[config.mk]
export PLATFORM = sky130hd
export DESIGN_NAME = lt_compare_arbiter
export DESIGN_NICKNAME = d
export VERILOG_FILES = /design/src/rtl/lt_compare_arbiter.sv
export SDC_FILE = /design/constraint.sdc
export NUM_CORES = 1
export LEC_CHECK = 0
export BUFFER_PORTS_ARGS = -buffer_cell sky130_fd_sc_hd__buf_2
export CAP_MARGIN = 20
export CORE_MARGIN = 10
export CORE_UTILIZATION = 47
export DETAILED_ROUTE_END_ITERATION = 10
export PLACE_DENSITY = 0.82
export SLEW_MARGIN = 0
export SYNTH_ARGS = -nofsm -noshare
export SYNTH_HDL_FRONTEND = slang
export SYNTH_HIERARCHICAL = 1
export SYNTH_SLANG_ARGS = --single-unit
[constraint.sdc]
create_clock -name clk -period 6.6 [get_ports clk]
set_clock_uncertainty 0.2 [all_clocks]
set_input_delay 0.33 -clock clk [delete_from_list [all_inputs] [get_ports clk]]
set_output_delay 0.33 -clock clk [all_outputs]
set_load 0.005 [all_outputs]
[src/rtl/lt_compare_arbiter.sv]
// ---------------------------------------------------------------------------
// lt_compare_arbiter
//   Round-robin arbiter that shares one signed less-than / equality comparator
//   between NUM_REQ requesters. One transaction is handled at a time:
//   IDLE (grant + operand capture) -> COMPUTE (compare) -> RESPOND (hold the
//   result until the consumer accepts it).
//
// Ports
//   clk        : clock, rising edge
//   rst        : asynchronous active-high reset
//   req_valid  : [NUM_REQ]   requester i presents an operand pair
//   req_a      : [NUM_REQ*N] operand a of requester i at [i*N +: N]
//   req_b      : [NUM_REQ*N] operand b of requester i at [i*N +: N]
//   req_ready  : [NUM_REQ]   one-hot grant, combinational in IDLE
//   rsp_valid  : result held on rsp_*
//   rsp_ready  : consumer accepts the result
//   rsp_id     : index of the requester owning the result
//   rsp_lt     : signed a < b
//   rsp_eq     : a == b
//   done_count : [16] saturating count of completed responses
//                (present only when LT_ARB_STATS_EN is defined)
//
// Build option
//   LT_ARB_STATS_EN : adds the done_count statistics output.
// ---------------------------------------------------------------------------

module comparator_lt #(
  parameter int N = 32
) (
  input  logic signed [N-1:0] a_i,
  input  logic signed [N-1:0] b_i,
  output logic                lt_o,
  output logic                eq_o
);
  logic [N-1:0] diff;
  logic         ovf;

  always_comb begin
    diff = a_i + ~b_i + N'(1);
    // Subtraction overflows only when the operand signs differ and the
    // difference takes the sign of b; lt is then the inverted sign bit.
    ovf  = (a_i[N-1] ^ b_i[N-1]) & (diff[N-1] ^ a_i[N-1]);
    lt_o = diff[N-1] ^ ovf;
    // Equality is a direct compare so it never depends on the adder carry.
    eq_o = (a_i == b_i);
  end
endmodule

module lt_compare_arbiter #(
  parameter  int N       = 32,
  parameter  int NUM_REQ = 4,
  localparam int ID_W    = (NUM_REQ > 1) ? $clog2(NUM_REQ) : 1
) (
  input  logic                 clk,
  input  logic                 rst,
  input  logic [NUM_REQ-1:0]   req_valid,
  input  logic [NUM_REQ*N-1:0] req_a,
  input  logic [NUM_REQ*N-1:0] req_b,
  output logic [NUM_REQ-1:0]   req_ready,
  output logic                 rsp_valid,
  input  logic                 rsp_ready,
  output logic [ID_W-1:0]      rsp_id,
  output logic                 rsp_lt,
  output logic                 rsp_eq
`ifdef LT_ARB_STATS_EN
  ,
  output logic [15:0]          done_count
`endif
);
  localparam logic [1:0] IDLE    = 2'd0;
  localparam logic [1:0] COMPUTE = 2'd1;
  localparam logic [1:0] RESPOND = 2'd2;

  logic [1:0]             state_q, state_d;
  logic [ID_W-1:0]        rr_ptr_q, rr_ptr_d;
  logic signed [N-1:0]    a_q, b_q;
  logic [ID_W-1:0]        own_id_q;
  logic                   rsp_valid_q, rsp_lt_q, rsp_eq_q;
  logic [ID_W-1:0]        rsp_id_q;

  logic                   gnt_found;
  logic [ID_W-1:0]        gnt_idx;
  logic [ID_W-1:0]        cand;
  logic                   grant_en;
  logic                   cmp_lt, cmp_eq;

  // Round-robin search: first valid requester at or after rr_ptr, wrapping.
  always_comb begin
    gnt_found = 1'b0;
    gnt_idx   = '0;
    cand      = '0;
    for (int k = 0; k < NUM_REQ; k++) begin
      cand = ID_W'((int'(rr_ptr_q) + k) % NUM_REQ);
      if (!gnt_found && req_valid[cand]) begin
        gnt_found = 1'b1;
        gnt_idx   = cand;
      end
    end
  end

  // Gated by rst so the grant is low while reset is held, clock or not.
  assign grant_en  = (state_q == IDLE) && gnt_found && !rst;
  assign req_ready = grant_en ? (NUM_REQ'(1) << gnt_idx) : '0;

  always_comb begin
    state_d  = state_q;
    rr_ptr_d = rr_ptr_q;
    case (state_q)
      IDLE: begin
        if (grant_en) begin
          state_d  = COMPUTE;
          rr_ptr_d = (gnt_idx == ID_W'(NUM_REQ - 1)) ? '0 : gnt_idx + 1'b1;
        end
      end
      COMPUTE: state_d = RESPOND;
      RESPOND: if (rsp_ready) state_d = IDLE;
      default: state_d = IDLE;
    endcase
  end

  comparator_lt #(.N(N)) u_cmp (
    .a_i  (a_q),
    .b_i  (b_q),
    .lt_o (cmp_lt),
    .eq_o (cmp_eq)
  );

  // Stage boundary: grant captures operands and owner index.
  always_ff @(posedge clk) begin
    if (grant_en) begin
      a_q      <= req_a[gnt_idx*N +: N];
      b_q      <= req_b[gnt_idx*N +: N];
      own_id_q <= gnt_idx;
    end
  end

  // Stage boundary: compare result registered into the response holder.
  always_ff @(posedge clk or posedge rst) begin
    if (rst) begin
      state_q     <= IDLE;
      rr_ptr_q    <= '0;
      rsp_valid_q <= 1'b0;
      rsp_id_q    <= '0;
      rsp_lt_q    <= 1'b0;
      rsp_eq_q    <= 1'b0;
    end else begin
      state_q  <= state_d;
      rr_ptr_q <= rr_ptr_d;
      if (state_q == COMPUTE) begin
        rsp_valid_q <= 1'b1;
        rsp_id_q    <= own_id_q;
        rsp_lt_q    <= cmp_lt;
        rsp_eq_q    <= cmp_eq;
      end else if ((state_q == RESPOND) && rsp_ready) begin
        rsp_valid_q <= 1'b0;
      end
    end
  end

  assign rsp_valid = rsp_valid_q;
  assign rsp_id    = rsp_id_q;
  assign rsp_lt    = rsp_lt_q;
  assign rsp_eq    = rsp_eq_q;

`ifdef LT_ARB_STATS_EN
  logic [15:0] done_count_q;

  always_ff @(posedge clk or posedge rst) begin
    if (rst) begin
      done_count_q <= '0;
    end else if (rsp_valid_q && rsp_ready && (done_count_q != 16'hFFFF)) begin
      done_count_q <= done_count_q + 16'd1;
    end
  end

  assign done_count = done_count_q;
`endif

endmodule
=== After elaboration in Yosys (flattened, before gate mapping) ===
Index checks and enable logic that the tools add are counted.

* Bits in registers: 75
* Latch bits: 0
* RAM bits: 0
* ROM bits: 0
* Output and inout port bits: 9
* Memories kept: 0

* Add/sub/neg operators: 6
* $mul: 0
* Div/mod/pow operators: 0
* $lt $le $gt $ge: 4
* Equal/unequal tests: 6
* Shift operators: 3
* Muxes and demuxes: 23
* Bitwise gates (word level): 5
* Reduce and logical (&&, ||, !) cells: 14

{| class="wikitable"
|+ Operators by type and width
! cell !! number
|-
| indexed part select 128 x 8 -> 32 bit || 2
|-
| adder 32 x 2 -> 32 bit (second input constant) || 1
|-
| adder 32 bit || 1
|-
| equality test 32 bit || 1
|-
| inverter 32 bit || 1
|-
| two-way mux 2 bit || 7
|-
| < comparator 2 x 3 -> 1 bit (second input constant) || 4
|-
| two-way mux 1 bit || 10
|-
| binary-select mux 1 bit (select 2 bit) || 4
|-
| logical AND 1 bit || 6
|-
| one-hot mux 2 bit (3 select lines) || 1
|-
| adder 2 x 1 -> 2 bit (second input constant) || 2
|-
| adder 2 bit (second input constant) || 2
|-
| equality test 2 bit (second input constant) || 2
|-
| zero test 1 bit || 4
|-
| two-way mux 4 bit || 1
|-
| != test 2 bit (second input constant) || 2
|-
| AND reduction 2 bit || 2
|-
| left shift 1 x 2 -> 4 bit (first input constant) || 1
|-
| bitwise XOR 1 bit || 3
|-
| equality test 2 x 1 -> 1 bit (second input constant) || 1
|-
| zero test 2 bit || 1
|-
| nonzero test 2 bit || 1
|-
| AND 1 bit || 1
|}

=== Longest topological paths before layout ===
* Depth after elaboration: 16
* Depth in mapped cells: 9
* Mapped depth without buffers: 9

=== Modules after synthesis ===
The synthesis kept the hierarchy.

{| class="wikitable"
|+ By module, submodules not included
! module !! times used !! cells an instance !! area an instance (sq um) !! seq. area each (sq um)
|-
| lt_compare_arbiter || 1 || 330 || 4,722.0 || 2,207.1
|-
| comparator_lt || 1 || 109 || 807.0 || 0.0
|}

=== Worst setup path before layout ===
OpenSTA, ideal clock, no wires.

* Path type: flip-flop to output port
* Start point: register state_q[1]
* End point: output port req_ready[0]
* Arrival time: 4.423 ns
* Slack: 1.647 ns
* Cell stages (with the launch flop): 4
* Path buffers: 0
* Cell sequence: dfrtp_1 -> nor3_1 -> a21boi_1 -> and2_1

* Longest elaborated chain between the ends: 4

{| class="wikitable"
|+ RTL lines
! item !! RTL line !! RTL
|-
| start, declared || 74 || <nowiki>logic [1:0] state_q, state_d;</nowiki>
|-
| start signal, assigned || 147 || <nowiki>state_q <= state_d;</nowiki>
|-
| zero test 2 bit || 102 || <nowiki>assign grant_en = (state_q == IDLE) && gnt_found && !rst;</nowiki>
|-
| logical AND 1 bit (2 in series) || 102 ||
|-
| via grant_en || 84 || <nowiki>logic grant_en;</nowiki>
|-
| two-way mux 4 bit || 103 || <nowiki>assign req_ready = grant_en ? (NUM_REQ'(1) << gnt_idx) : '0;</nowiki>
|-
| end, declared || 59 || <nowiki>output logic [NUM_REQ-1:0] req_ready,</nowiki>
|}

The timed path passes the listed nets, and every way through them passes these cells.

=== Worst setup path in the final report ===
* Start point: register rr_ptr_q[1]
* End point: output port req_ready[3]

* Longest elaborated chain between the ends: 15

{| class="wikitable"
|+ RTL lines
! item !! RTL line !! RTL
|-
| start, declared || 75 || <nowiki>logic [ID_W-1:0] rr_ptr_q, rr_ptr_d;</nowiki>
|-
| start signal, assigned || 148 || <nowiki>rr_ptr_q <= rr_ptr_d;</nowiki>
|-
| parallel branches: the longest is 14 deep, another holds adder 2 x 1 -> 2 bit || n/a ||
|-
| two-way mux 4 bit * || 103 ||
|}

Every way passes the cells marked *. The select of a mux whose other input is x is not followed.

==> results <==
- The total number of clock tree sinks is 75.
- Once detail routing completed, the nets flagged for antenna violations numbered 0.
- The cell area that synthesis handed to floorplanning was ~0.0055 mm².
- The width of the chip is 128 µm.
- After clock tree synthesis, the clock-pin slew on the worst setup and hold paths is roughly 50 ps.
- The number of antenna diodes in the final layout is 0.
- The power after layout is 2.41 mW.
- Sorting the synthesized cells by area gives the leading types as edfxtp_1, mux2i_1, ha_1.
- The family with the most delay on the worst path is compound AO/OA/AOI/OAI gates.
- The biggest area contributor in the post-synthesis netlist is edfxtp_1.
- Summing all flip-flop and latch instances after layout gives between 0.002 and 0.0025 mm².
- The combined buffer and inverter count along the critical path is 2.
- The worst ir drop on vdd is 0.324 mV.
- CTS built an H-tree with a depth of 3.
- Summing all non-filler instances in the final layout gives an area of 0.00719 mm².
- For this configuration, the core starts out at a cell density of 0.482.
- Of the cells placed in the final design, the portion with a size suffix greater than 1 is 0.422.
- The residual overflow from global routing is 0.
- The remaining routing DRC violations is 0.
- STA classifies the critical path startpoint as a register.
- The worst-case clock buffer depth is 2.
- The cell area reported after detailed placement is 0.00682 mm².
- The critical path goes through a21o_1, a21oi_2, o22a_4, buf_12, ha_1, and2_1, buf_2.
- For this run, the total global-route usage over all layers was measured as 0.164.
- The arrival time of data at the critical path endpoint is 2900 ps.
- The post-CTS setup buffer count is 0.
- The floorplan has 39 rows.
- STA classifies the critical path endpoint as an output pin.
- The delay of the slowest cell on the worst path is about 650 ps.
- The commonest cells after synthesis are mux2i_1, edfxtp_1, inv_1.
- The via count of the first global-routing pass came to 4839.
- The yosys synthesis warning count is 6.
- The number of port buffers is 271.
- Power spread over the standard cell area amounts to around 340 mW/mm².
- The CTS root buffer is clkbuf_16.
- The cts-stage hold buffer count is 1.
- The worst hold margin is just under 8 ps.
- Of the available clock period, the critical path in the final layout requires 0.519.
- Along the worst path, the maximum fanout reaches 86.
- Summed over all failing endpoints, the final setup total negative slack is 0 ps.
- The number of I/O pins is 272.
- The run finished with clean final reports.
- Entering global routing, the biggest net connects 87 pins.
- Summing over every cut layer, the via total after detailed routing is 4290.
- The worst relative slew slack is 0.282.
- The slowest stage of the critical path belongs to the cell o22a_4.
- The CTS buffer count is 9.
- Max-cap violations in this run came to 0.
- The number of antenna violations at the first check in global routing came to 0.
- The post-synthesis net count is 738.
- The count of final max-slew check failures came to 0.
- The worst register-to-register path ends at rr_ptr_q[1].
- The worst slack at placement is 3580 ps.
- In this run, post-CTS repair resized a total of 0 instances.
- The clock latency at the later pin of the worst-skew pair is 330 ps.
- The length of the first detailed-routing pass in iterations is 4.
- Dividing the detail-routed wire length by the instance count gives 16.8 µm.
- The filler cells instantiated in the layout total a little over 900.
- The floorplan die area is between 0.015 and 0.02 mm².
- The worst hold path startpoint is rsp_ready.
- In the routed layout, each cell is associated on average with a via count of between 5 and 6.
- The minimum period implied by the final worst setup slack is 3430 ps.
- The share of the yosys chip area belonging to registers is 0.399.
- Setup repair after global routing left no endpoint under its margin.
- The number of hold violations in the final report came to 0.
- The number of standard cells in the final layout excluding fillers is roughly 850.
- The die extent in y is 128 µm.
- The startpoint identified for the worst register-to-register timing path is rr_ptr_q[1].
- The internal power summed over all cells is between 1.5 and 2 mW.
- The worst path setup slack after routing is 3170 ps.
- The required time of the worst setup path is 6070 ps.
- By instance count, the leading cell after synthesis is mux2i_1.
- The total wire length after detailed routing is 14300 µm.
- Across all register-to-register paths, the minimum setup slack is 3540 ps.
- The congestion estimate from routability-driven global placement came to 0.781.
- For this design the total switching power over the nets is 0.782 mW.
- Of the total power, the clock network draws 0.225.
- The CTS tree is done.
- The class of the tightest hold or removal check is input pin to register.
- Of the total power, combinational logic draws 0.448.
- The violation count after the first detailed-routing iteration is 88.
- The switching share of total power is 0.325.
- The half-perimeter wire length after detailed placement is 11700 µm.
- The utilization of the core after routing is 0.627.
- The category of the critical setup timing path is register to output pin.
- The number of distinct library cell variants in the gate-level netlist after synthesis is 44.
- The count of cells along the worst hold path is 2.
- The worst hold path terminates at rsp_valid.
- The sequential group share of total power is 0.327.
- Of the post-synthesis cell area, the dominant cell type holds 0.358.
- The core area is 0.0115 mm².
- Based on the critical path, the design can be clocked at up to ~290 MHz.
- The depth of the most critical reg-to-reg path is 6.
- The number of enable-type register cells in the synthesized netlist is 66.
- The area taken by multi-input logic gates is 0.00289 mm².
- The analysis attributes to cell leakage a power of 3.75 nW.
- From synthesis to final layout, the design area changed by 30.0%.
- The placed instance count is 834.
- The wire length of the first global-routing pass is 22400 µm.
- The final layout contains 1003 nets.
- The count of final setup violators is 0.
- In the synthesized netlist the async set-or-reset flop fraction comes to 0.120.
- The number of standard cells after synthesis is 439.
- The mean post-synth cell area is ~13 µm².
- In this run, synthesis produced a sequential element count of 75.
- The predominant post-synthesis flop cell is edfxtp_1.
- At the pin with the least slew margin, the transition time is 1080 ps.
==> sequential cells by signal, summed over array words and instances, names as in the netlist <==
| register | count |
|---|---|
| a_q | 32 |
| b_q | 32 |
| own_id_q | 2 |
| rr_ptr_q | 2 |
| rsp_eq | 1 |
| rsp_id | 2 |
| rsp_lt | 1 |
| rsp_valid | 1 |
| state_q | 2 |
==> routing by layer <==
layer  vias to the layer above  track usage  share of wire
met5                         -            0              0
met4                         0       0.0477          0.013
met3                        13       0.0641          0.088
met2                       163        0.297           0.52
met1                      1952        0.172           0.38
li1                       2162            -              -
==> power groups by stage <==
stage | Clock, mW | Sequential (mW) | Combinational, mW
after floorplan | 0 | 0.793 | 0.925
final | 0.541 | 0.787 | 1.08
after global placement | 0 | 0.792 | 1.03
after CTS | 0.551 | 0.790 | 1.09
after detailed placement | 0 | 0.797 | 1.09
after global routing | 0.570 | 0.803 | 1.21
==> worst register-to-register path, stage by stage (launching register included) <==
cell and delay, ps:
dfrtp_1 450, a21o_1 200, a21oi_2 140, o22a_4 650, buf_12 530, ha_1 480
mux2_1 290
==> kinds of logic (layout without fill, tap and decap cells) <==
group                      count (synthesis)  count (layout)  share of synthesized area
AOI/OAI and AO/OA                         35              35                     0.0437
xor gates and xnor gates                   1               1                    0.00158
adders and majority gates                 36              36                     0.0828
buffers and inverters                     62             331                     0.0833
DFF                                       75              75                      0.399
muxes                                    197             197                      0.358
and+or+nand+nor                           33              33                     0.0317
==> worst max-delay path by stage <==
stage,from,to,slack (ps),cells after the start
3_3_place_gp,a_q[30],rsp_lt,3590,7
6_report,rr_ptr_q[1],req_ready[3],3170,7
4_1_cts,rr_ptr_q[1],req_ready[3],3220,7
3_5_place_dp,req_valid[0],req_ready[3],3580,8
2_1_floorplan,state_q[1],req_ready[0],1650,3
5_1_grt,rr_ptr_q[1],req_ready[3],3020,7
==> area by class of cell <==
cell class	instances	area share
Timing Repair Buffer	276	0.199
Sequential cell	75	0.307
Tap cell	143	0.0249
Clock buffer	10	0.0319
Inverter	40	0.0209
Multi-Input combinational cell	302	0.402
Clock inverter	5	0.0143
==> cell usage in the layout, fill, tap and decap left out, drive strengths merged, types with 5 or more instances in the layout <==
cell type	count
a21o	5
mux2i	192
o21ai	5
dfrtp	9
clkbuf	10
a21oi	11
mux2	5
inv	40
and2	5
ha	35
buf	275
nor2	8
edfxtp	66
No activity file was read; power rests on OpenSTA's default activity.
